[src/rtl/spi_pkg.sv]
// spi_pkg: shared frame constants, register addresses and FSM encoding
package spi_pkg;
  localparam int FRAME_BITS = 16;
  localparam int NUM_REGS = 5;
  localparam logic [4:0] COUNT_SAT = 5'd17;
  localparam int ADDR_EN_OUT_LO = 0;
  localparam int ADDR_EN_OUT_HI = 1;
  localparam int ADDR_EN_PWM_LO = 2;
  localparam int ADDR_EN_PWM_HI = 3;
  localparam int ADDR_PWM_DUTY = 4;
  typedef enum logic [1:0] {
    IDLE   = 2'd0,
    SHIFT  = 2'd1,
    COMMIT = 2'd2
  } state_t;
endpackage

[src/rtl/spi_peripheral_if.sv]
// spi_peripheral_if: SPI pins in, pwm control registers out
interface spi_peripheral_if;
  logic       sclk;
  logic       copi;
  logic       ncs;
  logic [7:0] en_reg_out_7_0;
  logic [7:0] en_reg_out_15_8;
  logic [7:0] en_reg_pwm_7_0;
  logic [7:0] en_reg_pwm_15_8;
  logic [7:0] pwm_duty_cycle;
  modport slave (
    input  sclk, copi, ncs,
    output en_reg_out_7_0, en_reg_out_15_8, en_reg_pwm_7_0, en_reg_pwm_15_8, pwm_duty_cycle
  );
  modport master (
    output sclk, copi, ncs,
    input  en_reg_out_7_0, en_reg_out_15_8, en_reg_pwm_7_0, en_reg_pwm_15_8, pwm_duty_cycle
  );
endinterface

[src/rtl/spi_input_sync.sv]
// spi_input_sync: multi-flop synchroniser with one trailing flop for edge detection
module spi_input_sync #(
  parameter int SYNC_STAGES = 2
) (
  input  logic clk,
  input  logic rst_n,
  input  logic d_i,
  output logic sync_o,
  output logic rise_o,
  output logic fall_o
);
  logic [SYNC_STAGES-1:0] chain_q;
  logic                   prev_q;
  // shift the async input through the chain; prev_q holds last cycle's synced value
  always_ff @(posedge clk or negedge rst_n) begin
    if (!rst_n) begin
      chain_q <= '0;
      prev_q  <= 1'b0;
    end else begin
      chain_q <= {chain_q[SYNC_STAGES-2:0], d_i};
      prev_q  <= chain_q[SYNC_STAGES-1];
    end
  end
  assign sync_o = chain_q[SYNC_STAGES-1];
  assign rise_o = sync_o & ~prev_q;
  assign fall_o = ~sync_o & prev_q;
endmodule

[src/rtl/spi_peripheral.sv]
// spi_peripheral: write-only SPI slave register bank feeding pwm_peripheral
module spi_peripheral
  import spi_pkg::*;
#(
  parameter int         SYNC_STAGES = 2,
  parameter logic [6:0] MAX_ADDR    = 7'h04
) (
  input logic             clk,
  input logic             rst_n,
  spi_peripheral_if.slave bus
);
  logic sclk_sync, sclk_rise, sclk_fall;
  logic copi_sync, copi_rise, copi_fall;
  logic ncs_sync, ncs_rise, ncs_fall;
  logic unused;
  state_t state_q, state_d;
  logic [FRAME_BITS-1:0] shift_q, shift_d;
  logic [4:0] count_q, count_d;
  logic [7:0] regs_q [NUM_REGS];
  logic [7:0] regs_d [NUM_REGS];
  logic write_ok;

  spi_input_sync #(.SYNC_STAGES(SYNC_STAGES)) u_sclk (
    .clk(clk), .rst_n(rst_n), .d_i(bus.sclk), .sync_o(sclk_sync), .rise_o(sclk_rise), .fall_o(sclk_fall)
  );
  spi_input_sync #(.SYNC_STAGES(SYNC_STAGES)) u_copi (
    .clk(clk), .rst_n(rst_n), .d_i(bus.copi), .sync_o(copi_sync), .rise_o(copi_rise), .fall_o(copi_fall)
  );
  spi_input_sync #(.SYNC_STAGES(SYNC_STAGES)) u_ncs (
    .clk(clk), .rst_n(rst_n), .d_i(bus.ncs), .sync_o(ncs_sync), .rise_o(ncs_rise), .fall_o(ncs_fall)
  );

  assign unused = ^{sclk_sync, sclk_fall, copi_rise, copi_fall, ncs_sync};
  assign write_ok = (count_q == 5'(FRAME_BITS)) && shift_q[FRAME_BITS-1] && (shift_q[14:8] <= MAX_ADDR);

  // state, shifter, counter and register bank
  always_ff @(posedge clk or negedge rst_n) begin
    if (!rst_n) begin
      state_q <= IDLE;
      shift_q <= '0;
      count_q <= '0;
      regs_q  <= '{default: '0};
    end else begin
      state_q <= state_d;
      shift_q <= shift_d;
      count_q <= count_d;
      regs_q  <= regs_d;
    end
  end

  // frame FSM: ncs rise takes priority over a coincident sclk rise
  always_comb begin
    state_d = state_q;
    shift_d = shift_q;
    count_d = count_q;
    regs_d  = regs_q;
    case (state_q)
      IDLE: if (ncs_fall) begin
        shift_d = '0;
        count_d = '0;
        state_d = SHIFT;
      end
      SHIFT: if (ncs_rise) state_d = COMMIT;
      else if (sclk_rise) begin
        shift_d = {shift_q[FRAME_BITS-2:0], copi_sync};
        count_d = (count_q == COUNT_SAT) ? COUNT_SAT : count_q + 5'd1;
      end
      COMMIT: begin
        state_d = IDLE;
        for (int i = 0; i < NUM_REGS; i++)
          if (write_ok && shift_q[14:8] == 7'(i)) regs_d[i] = shift_q[7:0];
      end
      default: state_d = IDLE;
    endcase
  end

  assign bus.en_reg_out_7_0  = regs_q[ADDR_EN_OUT_LO];
  assign bus.en_reg_out_15_8 = regs_q[ADDR_EN_OUT_HI];
  assign bus.en_reg_pwm_7_0  = regs_q[ADDR_EN_PWM_LO];
  assign bus.en_reg_pwm_15_8 = regs_q[ADDR_EN_PWM_HI];
  assign bus.pwm_duty_cycle  = regs_q[ADDR_PWM_DUTY];
endmodule

[src/flat_wrapper.sv]
// flat-port wrapper written by rule: the top's interface ports become plain ports
module spi_peripheral_flat import spi_pkg::*;
#(
  parameter int         SYNC_STAGES = 2,
  parameter logic [6:0] MAX_ADDR    = 7'h04
)
  (clk, rst_n, bus_sclk, bus_copi, bus_ncs, bus_en_reg_out_7_0, bus_en_reg_out_15_8, bus_en_reg_pwm_7_0, bus_en_reg_pwm_15_8, bus_pwm_duty_cycle);
  spi_peripheral_if bus_i ();
  input logic clk;
  input logic rst_n;
  input wire logic [$bits(bus_i.sclk)-1:0] bus_sclk;
  input wire logic [$bits(bus_i.copi)-1:0] bus_copi;
  input wire logic [$bits(bus_i.ncs)-1:0] bus_ncs;
  output wire logic [$bits(bus_i.en_reg_out_7_0)-1:0] bus_en_reg_out_7_0;
  output wire logic [$bits(bus_i.en_reg_out_15_8)-1:0] bus_en_reg_out_15_8;
  output wire logic [$bits(bus_i.en_reg_pwm_7_0)-1:0] bus_en_reg_pwm_7_0;
  output wire logic [$bits(bus_i.en_reg_pwm_15_8)-1:0] bus_en_reg_pwm_15_8;
  output wire logic [$bits(bus_i.pwm_duty_cycle)-1:0] bus_pwm_duty_cycle;
  assign bus_i.sclk = bus_sclk;
  assign bus_i.copi = bus_copi;
  assign bus_i.ncs = bus_ncs;
  assign bus_en_reg_out_7_0 = bus_i.en_reg_out_7_0;
  assign bus_en_reg_out_15_8 = bus_i.en_reg_out_15_8;
  assign bus_en_reg_pwm_7_0 = bus_i.en_reg_pwm_7_0;
  assign bus_en_reg_pwm_15_8 = bus_i.en_reg_pwm_15_8;
  assign bus_pwm_duty_cycle = bus_i.pwm_duty_cycle;
  spi_peripheral #(.SYNC_STAGES(SYNC_STAGES), .MAX_ADDR(MAX_ADDR)) u_core (.clk(clk), .rst_n(rst_n), .bus(bus_i));
endmodule
[config.mk]
export PLATFORM = sky130hd
export DESIGN_NAME = spi_peripheral_flat
export DESIGN_NICKNAME = d
export VERILOG_FILES = /design/src/rtl/spi_pkg.sv /design/src/rtl/spi_peripheral_if.sv /design/src/rtl/spi_input_sync.sv /design/src/rtl/spi_peripheral.sv /design/src/flat_wrapper.sv
export SDC_FILE = /design/constraint.sdc
export NUM_CORES = 1
export LEC_CHECK = 0
export ABC_CLOCK_PERIOD_IN_PS = 3900
export CORE_MARGIN = 2
export CORE_UTILIZATION = 23
export CTS_CLUSTER_DIAMETER = 60
export DETAILED_ROUTE_END_ITERATION = 10
export GPL_TIMING_DRIVEN = 0
export PLACE_DENSITY = 0.38
export SKIP_CTS_REPAIR_TIMING = 1
export SKIP_LAST_GASP = 1
export SLEW_MARGIN = 10
export SYNTH_ARGS = -nofsm -noshare
export SYNTH_HDL_FRONTEND = slang
export SYNTH_HIERARCHICAL = 1
export SYNTH_SLANG_ARGS = --single-unit
[constraint.sdc]
create_clock -name clk -period 3.9 [get_ports clk]
set_input_delay 1.17 -clock clk [delete_from_list [all_inputs] [get_ports clk]]
set_output_delay 1.17 -clock clk [all_outputs]
set_load 0.03 [all_outputs]
Word level (Yosys, flattened, before mapping) --
Cells that the tools add are included.
Word-level totals: bits in registers 71, input bits 5, output and inout port bits 40
Cells by class: add/subtract/negate cells 1, order comparisons 1, equal/unequal tests 12, muxes and demuxes 12, bitwise gates (word level) 6, reductions and logical operators 17
Operators by type and width (number):
- 16-bit 2-to-1 mux | 3
- 16-bit case mux with 2 select lines | 1
- 5-bit 2-to-1 mux | 4
- 7-bit by 2-bit equality test with 1-bit output (second input constant) | 2
- 2-bit AND reduction | 6
- 5-bit equality test (second input constant) | 2
- 5-bit case mux with 2 select lines | 1
- 7-bit by 1-bit equality test with 1-bit output (second input constant) | 1
- 7-bit by 3-bit equality test with 1-bit output (second input constant) | 1
- 7-bit by 3-bit less-or-equal comparator with 1-bit output (second input constant) | 1
- 1-bit logical AND | 7
- 7-bit logical NOT | 1
- 2-bit by 1-bit inequality test with 1-bit output (second input constant) | 3
- 5-bit by 1-bit adder with 5-bit output (second input constant) | 1
- 2-bit 2-to-1 mux | 2
- 2-bit case mux with 2 select lines | 1
- 4-bit AND reduction | 1
- 1-bit bitwise AND | 3
- 1-bit inverter | 3
- 2-bit by 1-bit equality test with 1-bit output (second input constant) | 1
- 2-bit equality test (second input constant) | 1
- 2-bit logical NOT | 1
- 2-bit inequality test (second input constant) | 1
- 2-bit nonzero test | 1

Longest topological paths before layout --
depth after elaboration 5, depth in mapped cells 6, depth with buffers taken out 5

Hierarchy --
Netlist, hierarchy kept.
Modules (own cells, without submodules):
- spi_peripheral | instances 1, cells each 166, area an instance 2547.4 um^2, seq. area each 1576.5 um^2
- spi_input_sync | instances 3, cells each 5, area an instance 90.1 um^2, seq. area each 75.1 um^2

Worst setup path after synthesis --
OpenSTA, ideal clock, no wires.
kind reg-to-reg, from reg u_core.count_q[0], to reg u_core.regs_q (netlist bit u_core/bus.en_reg_out_15_8[0]), data arrival time 1593 ps, setup slack 2183 ps, stages on the path, launching flop included 7, buffers on the path 1, path through dfrtp_1 > inv_1 > ha_1 > and4b_1 > clkbuf_1 > nand4_2 > mux2_2
Between the ends: cells in the longest elaborated chain, start to end 5
RTL lines:
- start: declaration | RTL line spi_peripheral.sv:18 | logic [4:0] count_q, count_d;
- start signal: assignment | RTL line spi_peripheral.sv:46 | count_q <= count_d;
- 5-bit equality test | RTL line spi_peripheral.sv:34 | assign write_ok = (count_q == 5'(FRAME_BITS)) && shift_q[FRAME_BITS-1] && (shift_q[14:8] <= MAX_ADDR);
- 1-bit logical AND (2 in a row) | RTL line spi_peripheral.sv:34
- 1-bit logical AND | RTL line spi_peripheral.sv:71 | if (write_ok && shift_q[14:8] == 7'(i)) regs_d[i] = shift_q[7:0];
- 2-bit AND reduction (no source line)
- end signal: assignment | RTL line spi_peripheral.sv:47 | regs_q <= regs_d;
- end: declaration | RTL line spi_peripheral.sv:19 | logic [7:0] regs_q [NUM_REGS];
No other way between the ends. A chain may end at the register's enable or synchronous reset.

Final worst setup path --
from reg u_core.regs_q (netlist bit u_core/bus.en_reg_pwm_7_0[1]), to out bus_en_reg_pwm_7_0[1]
RTL lines:
- end: declaration | RTL line flat_wrapper.sv:16 | output wire logic [$bits(bus_i.en_reg_pwm_7_0)-1:0] bus_en_reg_pwm_7_0;
No word-level cell between the ends.

==> out/qor.yml <==
finalHoldViolCount: 0
die-area_mm2: 0.0129
first_pass_iters: 4
post-route-period-util_pct: 65.2
initial_core_util_pct: 23.3
p_leak_nw: 1.72
regArea_mm2: 0.00178
num_rows: 40
cts.path.max_buffers: 2
chipWidth_um: 114
maximum_number_of_pins_on_one_net_before_global_route_repair: 49
cp.depth: 1
synth_fp_nets: 185
ir_worst_vdd_mv: 0.222
hold_path.class: "register to register"
synth.avg_cell_area_um2: 15.6
layout.filler_cells: 1176
placement.setup.worst_slack_ns: 1.69
drt_wl_cell_um: 16.5
htree_levels: 3
drt_drc_violations_left: 0
highest_delay_cell_along_the_critical_path: "sky130_fd_sc_hd__clkdlybuf4s50_1"
vias: 1690
drv.max_cap_violation_count: 0
critPathLaunchType: "register"
fp.coreArea_mm2: 0.0119
io-pin-count: 45
worst-r2r-cell-count: 6
drtAntennaViolNets: 0
slowest_stage_delay_cp_ns: 0.68
routed_via_density: 4.39
status: "completed"
synthesis.instances: 177
setup_violations: 0
globalRouteTotalUtil_pct: 10.8
fmax_mhz: 393
drt_iter0_markers: 48
place_congestion: 0.676
slew_headroom_pct: 57.9
power_density_mw_per_mm2: 470
setup_total_negative_slack_ns: 0
rsz0062_at_grt: "no"
crit_type: "register to output port"
worst_setup_hold_path_clk_slew_ns: 0.06
synth.cell_area_mm2: 0.00277
globalRoute.totalOverflow: 0
wire_length_of_the_first_global_routing_pass_mm: 10.3
port_buffers: 44
clk_latency_ns: 0.33
antenna_cells_inserted: 0
dpl.hpwl_mm: 3.99
multi_input_comb_area_um2: 963
vias_in_the_first_global_route: 1780
cts.sink_count: 71
worstHoldPathCells: 0
critPathArrivalTime_ns: 1.37
drt_wirelength_mm: 6.36
cts_made_buffers: 9
die_y_um: 114
antenna_found_initial: 0
yosys_warnings: 6
clock-skew-final_ns: 0.00520
worstPathBufferInverterCount: 1
fraction_of_final_layout_cells_with_drive_strength_greater_than_1_pct: 28.6
layout.nets: 241
tritoncts: "yes"
cp-end-kind: "output port"
layout_min_cycle_time_ns: 2.54
setup_ws_ns: 1.36
cts_root_buf: "sky130_fd_sc_hd__clkbuf_16"
cp_cell_sequence: "clkdlybuf4s50_1"
critPathTopFamily: "buffers and inverters"
critical_path.max_fanout: 2
number_of_max_slew_violations_in_the_final_report: 0
cp_required_ns: 2.73
worst_pin_slew_ns: 0.628
areaGrowthSynthToFinish_pct: 34.0
## placed cells by master (no fill, tap or decap), drive strengths merged, types with 2 or more instances in the layout
cell type / count
a21oi: 2
a22o: 18
buf: 4
clkbuf: 15
clkdlybuf4s50: 43
dfrtp: 71
ha: 3
inv: 3
mux2: 40
mux2i: 3
nand3: 2
nand4: 6
nor2: 4
nor2b: 2
nor3b: 6
## report_power, final
part	total, W	internal [W]	switching (W)
sequential	0.000811	0.000766	0.0000455
combinational	0.000119	0.0000477	0.0000709
clock	0.000815	0.000512	0.000303
## per-layer routing
metal / GRT usage (%) / wire length (um) / share of wire (%)
met5: 0 / 0 / 0
met3: 4.25 / 254 / 4.0
met2: 15.8 / 2920 / 46
met1: 14.7 / 3100 / 49
met4: 3.17 / 83 / 1.3
## metrics by stage
stage	hold WS, ns	std cells	instance area [um2]	utilization, %	total power (W)
after floorplan	0.331	177	2770	-	0.000885
after global placement	0.335	368	3390	28.6	0.000943
after detailed placement	0.336	369	3420	28.8	0.000947
after CTS	0.347	385	3710	31.3	0.00178
after global routing	0.348	385	3710	31.3	0.00183
final	0.341	385	3710	31.3	0.00174
## path summary, 6_finish.rpt
path,slack [ns],to,start
setup / recovery,1.36,bus_en_reg_pwm_7_0[1],u_core/bus.en_reg_pwm_7_0[1]
hold / removal,0.34,u_core/u_ncs/chain_q[1],u_core/u_ncs/chain_q[0]
setup reg to reg,1.74,u_core/bus.en_reg_out_15_8[3],u_core/count_q[0]
hold reg to reg,0.34,u_core/u_ncs/chain_q[1],u_core/u_ncs/chain_q[0]
max in group asynchronous,2.60,u_core/u_ncs/chain_q[0],rst_n
min in group asynchronous,0.75,u_core/bus.en_reg_out_15_8[5],rst_n
## cell type report
type	count	share of cell area [%]
clock buffer	13	6.74
sequential	71	47.9
multi-input combinational	99	26.0
tap	147	4.96
buffer	4	0.472
inverter	3	0.303
clock inverter	3	1.15
timing repair buffer	45	12.5
## flip-flops by register name, indices dropped and copies added (netlist names)
register                    cells
u_core/bus.en_reg_pwm_15_8      8
u_core/u_ncs/prev_q             1
u_core/u_copi/chain_q           2
u_core/bus.en_reg_out_7_0       8
u_core/count_q                  5
u_core/bus.pwm_duty_cycle       8
u_core/u_sclk/chain_q           2
u_core/u_ncs/chain_q            2
u_core/bus.en_reg_pwm_7_0       8
u_core/u_sclk/prev_q            1
u_core/shift_q                 16
u_core/bus.en_reg_out_15_8      8
u_core/state_q                  2
(Power assumes the default switching activity.)
